[config.mk]
export PLATFORM = sky130hd
export DESIGN_NAME = dll_lock_ctrl_flat
export DESIGN_NICKNAME = d
export VERILOG_FILES = /design/src/rtl/fmdll_pkg.sv /design/src/rtl/dll_lock_ctrl_if.sv /design/src/rtl/dll_track_filter.sv /design/src/rtl/dll_lock_ctrl.sv /design/src/flat_wrapper.sv
export SDC_FILE = /design/constraint.sdc
export NUM_CORES = 1
export LEC_CHECK = 0
export CORE_UTILIZATION = 55
export DETAILED_ROUTE_END_ITERATION = 12
export PLACE_DENSITY_LB_ADDON = 0.12
export SLEW_MARGIN = 10
export SYNTH_ARGS = -nofsm -noshare
export SYNTH_HDL_FRONTEND = slang
export SYNTH_SLANG_ARGS = --single-unit
[constraint.sdc]
create_clock -name CLK_exit -period 5.1 [get_ports CLK_exit]
set_input_delay 0.51 -clock CLK_exit [delete_from_list [all_inputs] [get_ports CLK_exit]]
set_output_delay 0.51 -clock CLK_exit [all_outputs]
set_load 0.05 [all_outputs]
[src/rtl/fmdll_pkg.sv]
// Shared FMDLL types and constants: controller state encoding and delay-code geometry.
package fmdll_pkg;
    localparam int FMDLL_CODE_W = 10;
    localparam logic [FMDLL_CODE_W-1:0] CODE_MID = {1'b1, {(FMDLL_CODE_W-1){1'b0}}};

    typedef enum logic [1:0] {IDLE, SAR, TRACK} state_e;
endpackage

[src/rtl/dll_lock_ctrl_if.sv]
// Control/observe bundle between the phase-detector side and the DLL delay-code controller.
interface dll_lock_ctrl_if #(parameter int CODE_W = fmdll_pkg::FMDLL_CODE_W);
    logic              en;
    logic              pd_late;
    logic [CODE_W-1:0] code;
    logic              code_upd;
    logic              locked;
    logic              railed;

    modport master (output en, pd_late, input code, code_upd, locked, railed);
    modport slave  (input en, pd_late, output code, code_upd, locked, railed);
endinterface

[src/rtl/dll_track_filter.sv]
// Tracking vote filter: signed up/down accumulator that emits a single inc/dec pulse
// when the vote balance reaches +/-FILT_TH, then restarts from zero.
module dll_track_filter #(
    parameter int FILT_TH = 4
) (
    input  logic clk,
    input  logic rst_n,
    input  logic vote,
    input  logic late,
    input  logic clr,
    output logic inc,
    output logic dec
);
    localparam int ACC_W = $clog2(FILT_TH) + 2;
    localparam logic signed [ACC_W-1:0] TH_POS = ACC_W'(FILT_TH);
    localparam logic signed [ACC_W-1:0] TH_NEG = -TH_POS;

    logic signed [ACC_W-1:0] acc_q, acc_d, acc_nx;

    always_comb begin
        acc_nx = late ? acc_q - 1'b1 : acc_q + 1'b1;
        inc    = vote && !clr && (acc_nx == TH_POS);
        dec    = vote && !clr && (acc_nx == TH_NEG);
        acc_d  = acc_q;
        if (clr || inc || dec) acc_d = '0;
        else if (vote)         acc_d = acc_nx;
    end

    always_ff @(posedge clk or negedge rst_n) begin
        if (!rst_n) acc_q <= '0;
        else        acc_q <= acc_d;
    end
endmodule

[src/rtl/dll_lock_ctrl.sv]
// DLL delay-code controller: SAR coarse acquisition from midscale, then filtered +/-1
// tracking with an alternating-step lock detector and sticky end-of-range flag.
module dll_lock_ctrl
    import fmdll_pkg::*;
#(
    parameter int CODE_W  = FMDLL_CODE_W,
    parameter int SETTLE  = 4,
    parameter int FILT_TH = 4,
    parameter int LOCK_N  = 8
) (
    input logic            CLK_exit,
    input logic            rst_n,
    dll_lock_ctrl_if.slave bus
);
    localparam int TMR_W = $clog2(SETTLE);
    localparam int IDX_W = $clog2(CODE_W);
    localparam int LCK_W = $clog2(LOCK_N + 1);
    localparam logic [CODE_W-1:0] MID     = {1'b1, {(CODE_W-1){1'b0}}};
    localparam logic [CODE_W-1:0] MAXC    = '1;
    localparam logic [TMR_W-1:0]  TMR_LD  = TMR_W'(SETTLE - 1);
    localparam logic [LCK_W-1:0]  LCK_MAX = LCK_W'(LOCK_N);

    state_e            state_q, state_d;
    logic [CODE_W-1:0] code_q, code_d;
    logic              code_upd_q, code_upd_d;
    logic              locked_q, locked_d;
    logic              railed_q, railed_d;
    logic [TMR_W-1:0]  tmr_q, tmr_d;
    logic [IDX_W-1:0]  idx_q, idx_d;
    logic              dir_vld_q, dir_vld_d;
    logic              dir_up_q, dir_up_d;
    logic [LCK_W-1:0]  lcnt_q, lcnt_d;
    logic              sample, vote, filt_clr, inc, dec, rail;

    // PD is only trusted on the last cycle of each settle window.
    assign sample   = (tmr_q == '0);
    assign vote     = bus.en && (state_q == TRACK) && sample;
    assign filt_clr = !bus.en || (state_q != TRACK);

    dll_track_filter #(.FILT_TH(FILT_TH)) u_filt (
        .clk   (CLK_exit),
        .rst_n (rst_n),
        .vote  (vote),
        .late  (bus.pd_late),
        .clr   (filt_clr),
        .inc   (inc),
        .dec   (dec)
    );

    always_comb begin
        state_d   = state_q;
        code_d    = code_q;
        locked_d  = locked_q;
        railed_d  = railed_q;
        tmr_d     = sample ? TMR_LD : tmr_q - 1'b1;
        idx_d     = idx_q;
        dir_vld_d = dir_vld_q;
        dir_up_d  = dir_up_q;
        lcnt_d    = lcnt_q;
        rail      = 1'b0;
        if (!bus.en) begin
            state_d  = IDLE;
            locked_d = 1'b0;
            railed_d = 1'b0;
        end else begin
            case (state_q)
                IDLE: begin
                    state_d = SAR;
                    code_d  = MID;
                    idx_d   = IDX_W'(CODE_W - 1);
                    tmr_d   = TMR_LD;
                end
                SAR: if (sample) begin
                    if (bus.pd_late) code_d[idx_q] = 1'b0;
                    if (idx_q != '0) begin
                        code_d[idx_q - 1'b1] = 1'b1;
                        idx_d = idx_q - 1'b1;
                    end else begin
                        state_d   = TRACK;
                        dir_vld_d = 1'b0;
                        lcnt_d    = '0;
                    end
                end
                TRACK: if (inc || dec) begin
                    rail = inc ? (code_q == MAXC) : (code_q == '0);
                    if (rail) railed_d = 1'b1;
                    else      code_d   = inc ? code_q + 1'b1 : code_q - 1'b1;
                    // A railed step never counts as an alternation.
                    if (dir_vld_q && (dir_up_q != inc) && !rail) begin
                        lcnt_d   = (lcnt_q == LCK_MAX) ? lcnt_q : lcnt_q + 1'b1;
                        locked_d = (lcnt_d == LCK_MAX);
                    end else begin
                        lcnt_d   = '0;
                        locked_d = 1'b0;
                    end
                    dir_vld_d = 1'b1;
                    dir_up_d  = inc;
                end
                default: state_d = IDLE;
            endcase
        end
        code_upd_d = (code_d != code_q);
    end

    always_ff @(posedge CLK_exit or negedge rst_n) begin
        if (!rst_n) begin
            state_q    <= IDLE;
            code_q     <= MID;
            code_upd_q <= 1'b0;
            locked_q   <= 1'b0;
            railed_q   <= 1'b0;
            tmr_q      <= '0;
            idx_q      <= IDX_W'(CODE_W - 1);
            dir_vld_q  <= 1'b0;
            dir_up_q   <= 1'b0;
            lcnt_q     <= '0;
        end else begin
            state_q    <= state_d;
            code_q     <= code_d;
            code_upd_q <= code_upd_d;
            locked_q   <= locked_d;
            railed_q   <= railed_d;
            tmr_q      <= tmr_d;
            idx_q      <= idx_d;
            dir_vld_q  <= dir_vld_d;
            dir_up_q   <= dir_up_d;
            lcnt_q     <= lcnt_d;
        end
    end

    assign bus.code     = code_q;
    assign bus.code_upd = code_upd_q;
    assign bus.locked   = locked_q;
    assign bus.railed   = railed_q;
endmodule

[src/flat_wrapper.sv]
// flat-port wrapper written by rule: the top's interface ports become plain ports
module dll_lock_ctrl_flat import fmdll_pkg::*;
#(
    parameter int CODE_W  = FMDLL_CODE_W,
    parameter int SETTLE  = 4,
    parameter int FILT_TH = 4,
    parameter int LOCK_N  = 8
)
  (CLK_exit, rst_n, bus_en, bus_pd_late, bus_code, bus_code_upd, bus_locked, bus_railed);
  dll_lock_ctrl_if #(.CODE_W(CODE_W)) bus_i ();
  input logic CLK_exit;
  input logic rst_n;
  input wire logic [$bits(bus_i.en)-1:0] bus_en;
  input wire logic [$bits(bus_i.pd_late)-1:0] bus_pd_late;
  output wire logic [$bits(bus_i.code)-1:0] bus_code;
  output wire logic [$bits(bus_i.code_upd)-1:0] bus_code_upd;
  output wire logic [$bits(bus_i.locked)-1:0] bus_locked;
  output wire logic [$bits(bus_i.railed)-1:0] bus_railed;
  assign bus_i.en = bus_en;
  assign bus_i.pd_late = bus_pd_late;
  assign bus_code = bus_i.code;
  assign bus_code_upd = bus_i.code_upd;
  assign bus_locked = bus_i.locked;
  assign bus_railed = bus_i.railed;
  dll_lock_ctrl #(.CODE_W(CODE_W), .SETTLE(SETTLE), .FILT_TH(FILT_TH), .LOCK_N(LOCK_N)) u_core (.CLK_exit(CLK_exit), .rst_n(rst_n), .bus(bus_i));
endmodule
# Word-level counts from Yosys, hierarchy flattened
# Index checks and enable logic that the tools add are counted.
# word_totals
regBits	31
inputBits	4
out_inout_bits	13
word_cells	121
# op_classes
add_sub_neg	7
n_lt_le_gt_ge	4
n_eq_ne	20
mux	47
bitwise	3
reduce_logical	29
# op_table
cell	n
$mux 10	10
$mux 4	10
$pmux 10 s3	1
$pmux 4 s2	2
$mux 1	14
$eq 4x4->1 const B	3
$mux 2	6
$add 10x1->10 const B	1
$and 10x10->10	1
$eq 10x10->1 const B	1
$logic_not 10->1	1
$lt 4x5->1 const B	2
$ne 10x10->1	1
$ne 2x1->1 const B	5
$not 10->10	1
$or 10x10->10	1
$sub 10x1->10 const B	1
$logic_and 1x1->1	9
$reduce_and 3->1	3
$add 4x1->4 const B	2
$demux 1 s4	2
$ge 4x1->1 const B	2
$ne 2x2->1 const B	4
$sub 4x1->4 const B	2
17 further kinds	25

# Longest topological paths before layout
# depth
depth_word	16
ltp_mapped	15

# By module
# A second synthesis with hierarchy kept.
# hier_totals
cells_unflattened	359
hier_area_um2	2851.5
# by_module_without_submodules
module	n_inst	cells_each	area_each_um2
dll_lock_ctrl	1	326	2511.2
dll_track_filter	1	33	340.3

# Worst setup path after synthesis
# Ideal clock, no wire load.
# synth_path
kind	input to register
from	input bus_pd_late
to	register u_core.code_upd_q, in the netlist u_core.bus.code_upd
setup_ns	0.134
arrival_time_ns	3.881
required_time_ns	4.966
setup_slack_ns	1.086
stages	15
n_path_buf	1
cell_sequence	inv_1 > fa_1 > xnor2_2 > and4_1 > clkbuf_1 > nand2_1 > ha_1 > a21oi_1 > nor2_1 > a2111oi_0 > a21oi_1 > mux2_1 > o211ai_1 > a2111oi_0 > nand4bb_1
# synth_between
elab_chain_cells	10
elab_cells_between_ends	20
cone_classes	eq/ne: 3; mux: 13; bitwise: 1; reduce/logical: 3
# synth_lines
item	line_no	text
start, declared	flat_wrapper.sv:14	input wire logic [$bits(bus_i.pd_late)-1:0] bus_pd_late;
$mux 10	dll_lock_ctrl.sv:74	if (bus.pd_late) code_d[idx_q] = 1'b0;
$mux 10	dll_lock_ctrl.sv:73	SAR: if (sample) begin
$mux 10	dll_lock_ctrl.sv:66	case (state_q)
$mux 10	dll_lock_ctrl.sv:61	if (!bus.en) begin
$or 10x10->10 (no source line)	-	
$mux 10	dll_lock_ctrl.sv:75	if (idx_q != '0) begin
$mux 10	dll_lock_ctrl.sv:73	
$pmux 10 s3 *	dll_lock_ctrl.sv:66	
$mux 10 *	dll_lock_ctrl.sv:61	
$ne 10x10->1 *	dll_lock_ctrl.sv:102	code_upd_d = (code_d != code_q);
named net u_core.code_upd_d	dll_lock_ctrl.sv:25	logic code_upd_q, code_upd_d;
end signal, assigned	dll_lock_ctrl.sv:120	code_upd_q <= code_upd_d;
end, declared	dll_lock_ctrl.sv:25	
# Mark *: on every way through the listed nets, which the timed path passes. The rest lies on a longest branch. The select of a mux whose other input is x is not followed.
# A chain may end at the register's enable or synchronous reset.

# Worst setup path after layout
# Ends and elaborated chain as after synthesis.

==> flow_metrics.tcl <==
set metrics [dict create \
    num_rows 26 \
    synthTopCellsByCount "nand2_1, a21oi_1, nor2_1" \
    antenna_found_initial 0 \
    rr_startpoint "u_core.u_filt.acc_q[0]" \
    viasPerCell 6.591 \
    dr_wl_met2_mm 3.565 \
    hpwl_mm 5.909 \
    h-tree-depth 2 \
    grt_pass1_wl_mm 12.82 \
    die_area_um2 5684 \
    vdd_drop_max_v 0.0001959 \
    holdWs_ns 0.4997 \
    switchingPower_uw 419.0 \
    routed_wl_mm 8.087 \
    synth.distinct_cells 74 \
    yosysMostFrequentCell "nand2_1" \
    startpoint "bus_pd_late" \
    antenna_cells 0 \
    p_leak_uw 0.001377 \
    total_power_uw 1019 \
    fin_crit_ns 4.620 \
    finalSetupViolations 0 \
    critPathRequiredTime_ns 5.25 \
    cts_root_buf "clkbuf_8" \
    drive_gt1_share_pct 7.330 \
    arrival_ns 4.77 \
    hold_viol 0 \
    cts.sinks 31 \
    ys.warnings.count 0 \
    grt_overflow 0 \
    fp.dieW_um 75.40 \
    cts_tree "built" \
    cts.clk_slew.worst_paths_ns 0.07 \
    start_util_pct 57.64 \
    synthTopCellsByArea "dfrtp_1, ha_1, a21oi_1, nand2_1, nor2_1" \
    die_h_um 75.40 \
    crit_path_max_fanout 12 \
    syn_nets 397 \
    internal_power_uw 600.1 \
    max_cap_violations 0 \
    synthCells 371 \
    numCtsBuffers 5 \
    max_freq_mhz 216.4 \
    clockBufferDepth 2 \
    yosysTopAreaCell "dfrtp_1" \
    fin_setup_tns_ns 0 \
    tightest_slew_ns 0.8649 \
    endpoint_kind "register" \
    worstSetupStartpointType "primary input" \
    crit_type "in -> reg" \
    wl_met3_um 714 \
    pin_count 17 \
    period_share_pct 90.59 \
    met1_length_mm 3.550 \
    grt_usage_pct 30.53 \
    portBuffers 16 \
    nNetsFinal 407 \
    maxUsedRoutingLayer "met4" \
    holdBufCountCts 0 \
    dr.first_iter.drc_count 360 \
    vias 2979 \
    syn_avg_cell_area_um2 7.986 \
    wl_per_cell_um 17.89 \
    report.final.slew_viol_count 0 \
    hold_class "reg -> reg" \
    post_cts_buffers 0 \
    pwr-share-clk_pct 24.9 \
    drc 0 \
    grt_max_degree 32 \
    synthesis.area_um2 2963 \
    cts_resized 0 \
    status "complete, no violations" \
    rsz0062_at_grt "false" \
    p_comb_share_pct 41.8 \
    area_delta_synth_final_pct 10.64 \
    synth_enable_flop_cells 0 \
    gp_congestion 0.9823 \
    fin_skew_ns 0.007318 \
    drtAntennaViolNets 0 \
    fin_ws_ns 0.4798 \
    synthFlopType "dfrtp_1" \
    power.density_nw_per_um2 310.9 \
    grt_pass1_vias 2504 \
    drt_first_pass_iters 5 \
    yosysTopAreaCellShare_pct 23.65 \
    power_frac_seq_pct 33.3 \
    place_ws_ns 0.2829 \
    clock_latency_ns 0.29 \
    switching_share_pct 41.12 \
    synthArstFlopShare_pct 100.0 \
    ys_seq_elements 31 \
    slew_headroom_pct 42.22 \
    ys_seq_area_share_pct 26.31 \
    coreArea_um2 5140 \
    worstHoldStart "u_core.dir_vld_q" \
]
==> logic make-up after synthesis <==
family	Yosys count	share of synthesized area [%]
xor+xnor	12	3.801
fa+ha+maj	22	9.797
compound gates	121	27.32
simple gates	138	23.44
flops	31	26.31
buf+inv	37	5.363
mux	10	3.970
==> power groups by stage <==
stage | Sequential (uW) | Combinational (uW) | Clock, uW
floorplan | 342 | 309 | 0
global placement | 342 | 413 | 0
detailed placement | 341 | 417 | 0
CTS | 337 | 420 | 259
global route | 347 | 468 | 271
finish | 339 | 426 | 254
==> sequential cells by signal, summed over array words and instances, names as in the netlist <==
signal,flops
u_core.dir_up_q,1
u_core.lcnt_q,4
u_core.bus.code,10
u_core.dir_vld_q,1
u_core.u_filt.acc_q,4
u_core.tmr_q,2
u_core.bus.railed,1
u_core.bus.locked,1
u_core.state_q,2
u_core.bus.code_upd,1
u_core.idx_q,4
==> worst paths after layout <==
| path | endpoint | depth (start not counted) | slack [ns] |
|---|---|---|---|
| max in group asynchronous | u_core.bus.code[9] | 2 | 4.15 |
| worst min register to register | u_core.dir_vld_q | 2 | 0.50 |
| worst min-delay path | u_core.dir_vld_q | 2 | 0.50 |
| min in group asynchronous | u_core.lcnt_q[1] | 2 | 0.62 |
| worst max register to register | u_core.bus.code_upd | 14 | 0.76 |
| worst max-delay path | u_core.bus.code_upd | 15 | 0.48 |
==> per-layer routing <==
layer | global-route usage (%) | vias to the layer above
met4 | 10.08 | 0
met1 | 44.06 | 1389
met2 | 46.33 | 165
met5 | 0 | -
met3 | 5.291 | 33
li1 | - | 1392
==> placed cells by master, fill, tap and decap left out, types with 6 or more instances in the layout <==
cell              n
nor3_1            6
nor2_1           36
nand3_1          13
clkbuf_8          6
xor2_1            7
nand2_1          44
a21oi_1          36
nor2b_1           6
dfrtp_1          28
ha_1             20
clkdlybuf4s50_1  16
inv_1            19
a211oi_1          6
o21ai_0          21
==> stage by stage <==
stage | std cells | cell area (um2) | utilization (%)
floorplan | 371 | 2963 | -
global placement | 444 | 3161 | 61.49
detailed placement | 444 | 3161 | 61.49
CTS | 452 | 3278 | 63.78
global route | 452 | 3278 | 63.78
finish | 452 | 3278 | 63.78
==> cell type report <==
class	instances	area, um2
clock buffers	6	82.58
clock inverters	2	35.03
fillers	477	1862
inverters	19	71.32
multi-input cells	303	2024
flip-flops and latches	31	779.5
well taps	70	87.58
repair buffers	21	197.7
==> critical path, cell delays in order <==
cell and delay, ns:
clkdlybuf4s50_1 0.47, inv_1 0.06, fa_1 0.46, xnor2_2 0.29, and4_1 0.36, nand2_1 0.36, ha_1 0.38, a211oi_1 0.37
nor2_1 0.13, xor2_1 0.31, o22ai_1 0.11, a2111oi_0 0.42, o211ai_1 0.22, a2bb2oi_1 0.19, nand4bb_1 0.12
No activity file was read; power rests on OpenSTA's default activity.
==> RTL change: new RTL, config.mk and constraints unchanged <==
Reset style: synchronous (`rst_n`), changed in 2 clocked blocks.
--- a/src/rtl/dll_track_filter.sv
+++ b/src/rtl/dll_track_filter.sv
@@ -27,5 +27,5 @@
     end
 
-    always_ff @(posedge clk or negedge rst_n) begin
+    always_ff @(posedge clk) begin
         if (!rst_n) acc_q <= '0;
         else        acc_q <= acc_d;
--- a/src/rtl/dll_lock_ctrl.sv
+++ b/src/rtl/dll_lock_ctrl.sv
@@ -103,5 +103,5 @@
     end
 
-    always_ff @(posedge CLK_exit or negedge rst_n) begin
+    always_ff @(posedge CLK_exit) begin
         if (!rst_n) begin
             state_q    <= IDLE;
Function: differs if rst_n is asserted again (counterexample within 10 cycles, from zero or initial values and one cycle with rst_n low); with rst_n held inactive, the same outputs for 10 cycles.
==> RTL change against the original RTL <==
Setup slack improved by 0.17 ns. Register-to-register slack improved by 0.19 ns. Utilization fell by 0.55 points. Sequential cell count did not move. Via count fell by 10%. Final area fell by 8.9%. Clock skew fell by 0.0024 ns. Synthesized cell count fell by 5.1%. Area after synthesis fell by 8.9%. Critical path type unchanged. Global-route usage fell by 0.35 points. Routed wire length fell by 11%.
Power is not compared: it rests on default switching activity, and its combinational part moved more than twofold at a synthesized area within 25%.
==> RTL change: results (changes against the original RTL) <==
hold_path_end: "u_core.bus.locked$_SDFFE_PN0P_"
yosys-top-cells-area: "dfxtp_1 23%, ha_1 9.3%, o21ai_0 5.4%"
yosys_most_used_dff: "dfxtp_1"
final_nets: 384  # -5.7%
setup_ws_ns: 0.6481  # +0.1683 ns
reg2reg_depth: 15  # +1
fin_skew_ns: 0.004920  # -0.002397 ns
dp.cells: 418  # -5.9%
crit_slowest_cell: "or3_4"
grt_pass1_vias: 2468  # -1.4%
synth-compound-area-share: 0.2878  # +0.01454
synth_adder_area_share: 0.1075  # +0.009534
min-delay-start: "u_core.bus.locked$_SDFFE_PN0P_"
placed_cell_area_um2: 2883  # -8.8%
crit_path_max_fanout: 14  # +2
rr_startpoint: "u_core.tmr_q[0]$_SDFF_PN0_"
grt_pass1_wl_um: 12240  # -4.5%
outcome: "completed"
tightest_slew_ns: 0.9203  # +0.05540 ns
dr.first_iter.drc_count: 281  # -22%
gp_congestion: 0.9344  # -4.9%
synth_area_per_cell_um2: 7.671  # -3.9%
vias: 2668  # -10%
stdcell_count: 426  # -5.8%
synth_xor_area_frac: 0.05422  # +0.01621
critical_path.endpoint: "u_core.bus.code[9]$_SDFF_PN1_"
drive_above_1_share: 0.07242  # -0.0008750
synth_cell_types: 67  # -9.5%
grt_max_degree: 26  # -19%
hold_ws_ns: 0.4598  # -0.03995 ns
grt.total_usage: 0.3018  # -0.003502
async_flop_share: 0  # -1.000
wirelength_um: 7198  # -11%
pre_cts_slack_ns: 0.3844  # +0.1015 ns
dp_hpwl_um: 5106  # -14%
synth.area.mux_share: 0.01251  # -0.02718
synth_common_cells: "31 x dfxtp_1, 30 x nand2_1, 29 x o21ai_0, 27 x a21oi_1, 26 x nor2_1"
[RTL change: worst min-delay path, delay by kind of cell, from the launching register on]
| family | cells | cell delay, ns |
|---|---|---|
| AOI/OAI and AO/OA | 1 | 0.05 |
| DFF | 1 | 0.31 |
| and+or+nand+nor | 1 | 0.05 |
[RTL change: power by group]
| group | internal (µW) | switching [µW] |
|---|---|---|
| registers | 247 | 7.66 |
| clock network | 123 | 101 |
| logic | 37.1 | 61.1 |
| total | 407 | 170 |
[RTL change: routing by layer]
| layer | track usage | share of wire |
|---|---|---|
| met1 | 0.4249 | 0.45 |
| met2 | 0.4652 | 0.46 |
| met3 | 0.05278 | 0.073 |
| met4 | 0.1024 | 0.014 |
| met5 | 0 | 0 |
[RTL change: layout make-up]
class | count | area, µm²
Sequential cell | 31 | 620.6
Clock buffer | 7 | 96.34
Clock inverter | 1 | 7.507
Inverter | 17 | 63.81
Fill cell | 409 | 1737
Timing Repair Buffer | 18 | 175.2
Multi-Input combinational cell | 285 | 1939
Tap cell | 67 | 83.83
